==> config.mk <==
export PLATFORM = sky130hd
export DESIGN_NAME = da_ctrl
export DESIGN_NICKNAME = d
export VERILOG_FILES = /design/src/rtl/da_ctrl.sv
export SDC_FILE = /design/constraint.sdc
export NUM_CORES = 1
export LEC_CHECK = 0
export CORE_MARGIN = 2
export CORE_UTILIZATION = 60
export CTS_BUF_LIST = sky130_fd_sc_hd__clkbuf_16
export DETAILED_ROUTE_END_ITERATION = 8
export GPL_TIMING_DRIVEN = 1
export PLACE_DENSITY = 0.8
export SLEW_MARGIN = 10
export SYNTH_ARGS = -nofsm -noshare
export SYNTH_HDL_FRONTEND = slang
export SYNTH_SLANG_ARGS = --single-unit
export TNS_END_PERCENT = 20
==> constraint.sdc <==
create_clock -name clk -period 3.4 [get_ports clk]
set_input_delay 1.02 -clock clk [delete_from_list [all_inputs] [get_ports clk]]
set_output_delay 1.02 -clock clk [all_outputs]
set_load 0.02 [all_outputs]
==> src/rtl/da_ctrl.sv <==
// da_ctrl: maps 0.1 mV amplitudes to 12-bit DAC codes paced by a prescaler tick; DA_BIT_REVERSE_EN reverses pin order
module da_ctrl #(
    parameter int UPD_DIV = 50
) (
    input  logic        clk,
    input  logic        rst_n,
    input  logic [15:0] data_in,
    input  logic        data_valid,
    output logic        data_ready,
    output logic        clk_to_DA,
    output logic [11:0] data_to_DA,
    output logic        da_update
);
    typedef enum logic [1:0] {IDLE, CALC, WAIT} state_t;
    state_t state, state_nx;
    logic [15:0] presc;
    logic        tick;
    logic        accept;
    logic        done;
    logic [14:0] value;
    logic [26:0] rem;
    logic [26:0] dvs;
    logic [27:0] diff;
    logic [12:0] q;
    logic [3:0]  cnt;
    logic [11:0] code;
    logic [11:0] pins;
    assign tick       = presc == 16'(UPD_DIV - 1);
    assign data_ready = rst_n && state == IDLE;
    assign accept     = data_valid && data_ready;
    assign done       = cnt == 4'd12;
    assign value      = data_in > 16'd20000 ? 15'd20000 : data_in[14:0];
    assign diff       = {1'b0, rem} - {1'b0, dvs};
    assign code       = q[12] ? 12'hFFF : q[11:0];
    assign clk_to_DA  = ~clk;
`ifdef DA_BIT_REVERSE_EN
    assign pins = {<<{code}};
`else
    assign pins = code;
`endif
    always_ff @(posedge clk) begin
        if (!rst_n) state <= IDLE;
        else        state <= state_nx;
    end
    always_comb begin
        state_nx = accept                     ? CALC :
                   (state == CALC && done)    ? WAIT :
                   (state == WAIT && tick)    ? IDLE : state;
    end
    always_ff @(posedge clk) begin
        if (!rst_n) begin
            presc      <= '0;
            rem        <= '0;
            dvs        <= '0;
            q          <= '0;
            cnt        <= '0;
            data_to_DA <= '0;
            da_update  <= 1'b0;
        end else begin
            presc     <= tick ? 16'd0 : presc + 16'd1;
            da_update <= state == WAIT && tick;
            if (accept) begin
                rem <= {value, 12'd0};
                dvs <= 27'd81920000;
                q   <= '0;
                cnt <= '0;
            end else if (state == CALC) begin
                rem <= diff[27] ? rem : diff[26:0];
                q   <= {q[11:0], ~diff[27]};
                dvs <= dvs >> 1;
                cnt <= cnt + 4'd1;
            end
            if (state == WAIT && tick) data_to_DA <= pins;
        end
    end
endmodule

Word-level counts from Yosys, hierarchy flattened
Cells that the tools add are included.

storage, ports and cells
  flip-flop bits (word level) = 102
  input port bits = 19
  output and inout port bits = 15
  logic and storage cells = 45

cells by class
  add/sub/neg operators = 3
  $lt $le $gt $ge = 1
  eq/ne operators = 5
  multiplexer cells = 10
  bitwise gates (word level) = 3
  reduce and logical (&&, ||, !) cells = 12

operators with widths
  cell                                                   number
  two-way mux 27 bit                                     5
  subtractor 27 x 27 -> 28 bit                           1
  adder 16 x 1 -> 16 bit (second input constant)         1
  == test 16 x 6 -> 1 bit (second input constant)        1
  > comparator 16 x 15 -> 1 bit (second input constant)  1
  two-way mux 15 bit                                     1
  two-way mux 12 bit                                     1
  adder 4 x 1 -> 4 bit (second input constant)           1
  == test 4 bit (second input constant)                  1
  logical AND 1 bit                                      4
  two-way mux 2 bit                                      2
  AND reduction 2 bit                                    2
  nonzero test 2 bit                                     2
  OR reduction 2 bit                                     2
  inverter 1 bit                                         3
  nonzero test 3 bit                                     1
  == test 2 x 1 -> 1 bit (second input constant)         1
  == test 2 bit (second input constant)                  1
  zero test 2 bit                                        1
  inequality test 2 bit (second input constant)          1
  two-way mux 1 bit                                      1

Depth between registers and ports, before layout
Gate-level depths: netlist (run 1).

  depth in word-level cells = 5
  gate-level depth with buffers = 13
  mapped depth without buffers = 11

==> results.yml, run 1 <==
status:
  status: "finished, final reports clean"
synth:
  synth_area_per_cell_um2: 7.79
  syn-cell-area_um2: 5570
  synthMuxAreaShare_pct: 0
  ys_seq_elements: 102
  synth-edff-count: 0
  ys_warn_count: 0
  synthSimpleGateAreaFrac_pct: 21.8
  ys_async_sr_fraction_pct: 0
  synth.area.top_cells: "dfxtp_1, a21oi_1, ha_1"
  yosysSeqAreaShare_pct: 36.6
  synth_top_family_by_area: "compound AO/OA/AOI/OAI gates"
  syn_inst: 715
  synth_ff_type: "dfxtp_1"
  synthAdderAreaFrac_pct: 7.32
  netlist.area_leader.share_pct: 36.6
  synth_nets: 766
  synth_compound_area_share_pct: 23.5
  yosysUniqueCellTypes: 56
  synth_largest_area_cell: "dfxtp_1"
  synthXorXnorAreaFrac_pct: 5.50
sta:
  clock_skew_ns: 0.00963
  final-setup-viol-count: 0
  fin_crit_ns: 3.27
  worst-slew-pin-transition_ns: 1.00
  slew_violations: 0
  fmax_mhz: 307
  worst_slack_ns: 0.132
  slew_headroom_pct: 33.0
  grt_setup_unrepaired: "false"
  fin_crit_sh_pct: 96.1
  hold_viol_final: 0
floorplanning:
  io_pins: 34
  start_util_pct: 61.2
  die_width_um: 100
  coreArea_um2: 9110
  die_area_um2: 10100
  rows: 35
  die_h_um: 100
grt:
  groute.layer.met1.usage_pct: 38.0
  antenna_found_initial: 0
  grt_pass1_vias: 4789
  grtUsageMet2_pct: 46.9
  grt-ovfl-total: 0
  track_usage_pct: 28.2
  grt_max_degree: 46
  grt_pass1_wl_um: 23000
  busiest_layer: "met2"
  gr-usage-met3_pct: 4.53
drt:
  vias: 5102
  wl_per_cell_um: 15.7
  ant_nets: 0
  first_pass_iters: 5
  drt_iter0_drc: 277
  wl_um: 13400
  via_per_inst: 5.95
  drcViolationCount: 0
finish:
  final_common_cell: "dfxtp_1"
  area_growth_pct: 13.3
  num_antenna_cells: 0
  layout_common_cells: "dfxtp_1, nand2_1, a21oi_1"
  drive_above_1_share_pct: 5.90
  layout.nets: 792
critical_path:
  critPathMaxStageDelay_ns: 0.18
  critPathSlowestCell: "clkbuf_16"
  crit_required_ns: 2.38
  path_class: "clk2out"
  cp_num_buf_inv: 4
  critPathMaxFanout: 12
  cp_data_arrival_time_ns: 2.25
  startpoint_type: "clock port"
  crit_top_cell: "clkbuf_16"
  cp_cell_sequence: "clkbuf_16, clkbuf_16, inv_1, buf_2"
  end_kind: "output port"
  crit_family: "buffers and inverters"
clocking:
  cts_hold_buf: 0
  post_cts_buffers: 0
  cts_buffers: 9
  clk_pin_slew_worst_paths_ns: 0.07
  cts_tree: "yes"
  cts-root-buf: "clkbuf_16"
  clk_latency_ns: 0.35
  ctsHtreeMaxLevel: 3
  clock_path_buffers: 2
power:
  leakage_uw: 0.00230
  powerDensity_nw_per_um2: 519
  power.total_uw: 3270
  ir_drop_mv: 0.301
place:
  dp_slack_ns: -0.170
  portBuffers: 33
  post-dp-hpwl_um: 9640
  globalplace.congestion: 0.946
hold_path:
  min_path_type: "reg2reg"
run:
  drv_cap: 0
==> flip-flops by register name, indices dropped and copies added, names as in the netlist <==
register / cells
data_to_DA: 12
q: 13
state: 2
dvs: 27
rem: 27
da_update: 1
presc: 16
cnt: 4
==> synth_stat cells, types with 2 or more instances <==
master     instances
a2111o_1           2
a2111oi_0          3
a211o_1            2
a211oi_1          25
a21o_1             6
a21oi_1           83
a21oi_2            2
a221o_1            3
a22oi_1            2
a311o_1            3
a31oi_1            3
and2_1             7
and3_1             7
and4_1             2
buf_2              2
clkbuf_1          29
dfxtp_1          102
ha_1              31
inv_1             41
nand2_1           96
nand2b_1           8
nand3_1           31
nand4_1           12
nor2_1            71
nor2b_1            6
nor3_1            11
nor4_1             4
nor4b_1            2
o211ai_1           5
o21a_1             5
o21ai_0           37
o21bai_1           3
o221ai_1           3
o22ai_1            2
o31a_1             3
o31ai_1            6
or4_1              3
xnor2_1           17
xor2_1            18
==> layer usage <==
| metal | wire (um) | part of all wire [%] |
|---|---|---|
| met3 | 519 | 3.9 |
| met2 | 6450 | 48 |
| met1 | 6310 | 47 |
| met5 | 0 | 0 |
| met4 | 160 | 1.2 |
==> worst min-delay path, stage by stage, from the launching register on <==
cell	delay, ns
dfxtp_1	0.32
nand2_1	0.05
a21oi_1	0.05
==> what timing repair did <==
action | CTS | global route
endpoints found under the setup margin | 2 | 2
endpoints found under the hold margin | 0 | 0
resized for setup | 4 | 2
==> path summary, 6_finish.rpt <==
check / startpoint / endpoint / cells after the start / slack [ns]
hold / removal: dvs[17] / dvs[16] / 2 / 0.46
setup reg to reg: dvs[4] / rem[8] / 11 / 0.16
hold reg to reg: dvs[17] / dvs[16] / 2 / 0.46
setup / recovery: clk / clk_to_DA / 4 / 0.13
==> power breakdown <==
group          switching [uW]  total (uW)  internal, uW
registers                36.2        1280          1240
clock network             530        1060           533
logic                     568         934           366
==> cell families after synthesis <==
logic type	count (synthesis)
compound gates	206
flops	102
xor+xnor	35
simple gates	265
buf+inv	75
fa+ha+maj	32
==> cell type report <==
type	instances	area (um2)
clock buffers	10	230
clock inverters	8	75.1
flip-flops and latches	102	2040
multi-input cells	538	3240
repair buffers	47	433
well taps	111	139
inverters	41	154
fillers	745	2790
==> per-stage QoR <==
step                utilization [%]  cell area, um2  hold WS, ns  TNS [ns]  cells
global route                   69.3            6310        0.483         0    857
global placement               66.1            6020        0.444    -0.182    841
floorplan                         -            5570        0.432         0    715
detailed placement             66.1            6020        0.450    -0.170    841
CTS                            69.4            6320        0.467         0    857
finish                         69.3            6310        0.465         0    857
No activity file was read; power rests on OpenSTA's default activity.
==> run 2: changes to the inputs <==
--- a/config.mk
+++ b/config.mk
@@ -10,7 +10,7 @@
 export CTS_BUF_LIST = sky130_fd_sc_hd__clkbuf_16
 export DETAILED_ROUTE_END_ITERATION = 8
 export GPL_TIMING_DRIVEN = 1
-export PLACE_DENSITY = 0.8
+export PLACE_DENSITY = 0.84
 export SLEW_MARGIN = 10
 export SYNTH_ARGS = -nofsm -noshare
 export SYNTH_HDL_FRONTEND = slang
==> constraint.sdc (replaced) <==
create_clock -name clk -period 3.6 [get_ports clk]
set_input_delay 1.08 -clock clk [delete_from_list [all_inputs] [get_ports clk]]
set_output_delay 1.08 -clock clk [all_outputs]
set_load 0.02 [all_outputs]
==> results.yml, run 2 (synthesis results as in run 1) <==
status:
  status: "complete, but fails checks"
  violations: "design-rule violations"
critical_path:
  startpoint_type: "clock port"
  rrSetupSlack_ns: 0.28
  critPathLaunch: "clk"
  reg2reg_depth: 11
  crit_required_ns: 2.52
  critPathSlowestCell: "clkdlybuf4s15_1"
  cp_num_buf_inv: 4
  cp_data_arrival_time_ns: 2.49
  crit_family: "buffers and inverters"
  r2r_end: "rem[8]"
  critPathCapture: "clk_to_DA"
  rr_startpoint: "dvs[3]"
  crit_top_cell: "clkbuf_16"
  cp.depth: 4
  cp_cell_sequence: "clkbuf_16, clkbuf_16, inv_1, clkdlybuf4s15_1"
  critPathMaxFanout: 17
  path_class: "clk2out"
  critPathMaxStageDelay_ns: 0.29
  end_kind: "output port"
floorplanning:
  rows: 35
  die_h_um: 100
  io_pins: 34
  coreArea_um2: 9110
  die_width_um: 100
  start_util_pct: 61.2
  die_area_um2: 10100
drt:
  vias: 5253
  via_per_inst: 6.13
  first_pass_iters: 7
  wl_um: 13700
  wl_per_cell_um: 16.0
  drt_iter0_drc: 293
  ant_nets: 0
  drcViolationCount: 1
grt:
  antenna_found_initial: 0
  grt-ovfl-total: 0
  grt_pass1_wl_um: 23100
  track_usage_pct: 28.1
  grt_max_degree: 46
  grt_pass1_vias: 4962
sta:
  grt_setup_unrepaired: "false"
  slew_headroom_pct: 56.8
  final-setup-viol-count: 0
  clock_skew_ns: 0.00666
  hold_ws_ns: 0.466
  worst-slew-pin-transition_ns: 0.646
  hold_viol_final: 0
  fin_tns_setup_ns: 0
  slew_violations: 0
place:
  globalplace.congestion: 0.946
  portBuffers: 33
  post-dp-hpwl_um: 9870
finish:
  num_antenna_cells: 0
  final_common_cell: "dfxtp_1"
  layout.nets: 792
  fill_cells: 710
  postLayoutCoreUtil_pct: 69.5
  layout_common_cells: "dfxtp_1, nand2_1, a21oi_1"
  top_regs: "dvs x27, rem x27, presc x16"
  area_growth_pct: 13.6
  drive_above_1_share_pct: 5.90
clocking:
  cts_tree: "yes"
  cts_resized: 4
  cts_buffers: 9
  post_cts_buffers: 0
  ctsHtreeMaxLevel: 3
  clk_pin_slew_worst_paths_ns: 0.07
  clk_latency_ns: 0.35
  cts-root-buf: "clkbuf_16"
  clock_path_buffers: 2
  cts_hold_buf: 0
hold_path:
  min_path_type: "reg2reg"
power:
  swShare_pct: 34.3
  clockPowerShare_pct: 31.9
  powerDensity_nw_per_um2: 485
  leakage_uw: 0.00230
  comb_power_share_pct: 28.9
  ir_drop_mv: 0.307
  p_int_uw: 2020
  p_seq_share_pct: 39.3
  power_switching_uw: 1050
run:
  drv_cap: 0
==> run 2: cell count changes in the layout (fill, tap and decap cells not counted) <==
cell | previous run | this run
buf_12 | 0 | 1
dlygate4sd2_1 | 0 | 1
clkinvlp_2 | 0 | 1
nor3_1 | 11 | 10
inv_6 | 0 | 4
nor3_2 | 1 | 2
clkinv_8 | 0 | 1
buf_2 | 1 | 0
clkinvlp_4 | 2 | 1
inv_8 | 5 | 0
buf_4 | 15 | 14
==> run 2: area by class of cell <==
type | instances | area, um2 | area share [%]
Multi-Input combinational cell | 538 | 3250 | 51.3
Sequential cell | 102 | 2040 | 32.3
Timing Repair Buffer | 47 | 444 | 7.02
Clock buffer | 10 | 235 | 3.72
Inverter | 41 | 154 | 2.43
Tap cell | 111 | 139 | 2.19
Clock inverter | 8 | 67.6 | 1.07
==> run 2: worst min path at each step <==
stage	cells after the start	endpoint	from
after global routing	2	dvs[25]	dvs[25]
final	2	dvs[16]	dvs[17]
after detailed placement	2	dvs[16]	dvs[17]
after global placement	2	dvs[16]	dvs[17]
after floorplan	2	dvs[16]	dvs[17]
after CTS	2	dvs[16]	dvs[17]
==> run 2: power groups by stage <==
stage	sequential (uW)	clock, uW	combinational (uW)
final	1210	978	886
after global routing	1210	1030	983
after CTS	1210	991	864
after detailed placement	1230	41.2	858
after global placement	1230	41.2	844
after floorplan	1220	19.9	650
==> run 2: tightest hold or removal path: stages (launching register included) <==
cell     delay [ns]
dfxtp_1        0.31
nand2_1        0.06
a21oi_1        0.05
==> run 2: routing by layer <==
metal / GRT usage, % / share of wire [%] / vias to the layer above
met5: 0 / 0 / -
met4: 7.80 / 1.8 / 0
met3: 5.50 / 6.0 / 27
met2: 49.3 / 49 / 181
met1: 35.1 / 43 / 2464
li1: - / - / 2581
==> run 2: stage by stage <==
stage / std cells / setup slack (ns) / total power (uW) / cell area [um2]
2_1_floorplan: 715 / 0.592 / 1890 / 5570
3_3_place_gp: 841 / -0.200 / 2110 / 6040
3_5_place_dp: 841 / -0.193 / 2130 / 6040
4_1_cts: 857 / 0.0211 / 3060 / 6330
5_1_grt: 857 / 0.00210 / 3220 / 6330
6_report: 857 / 0.0339 / 3070 / 6330
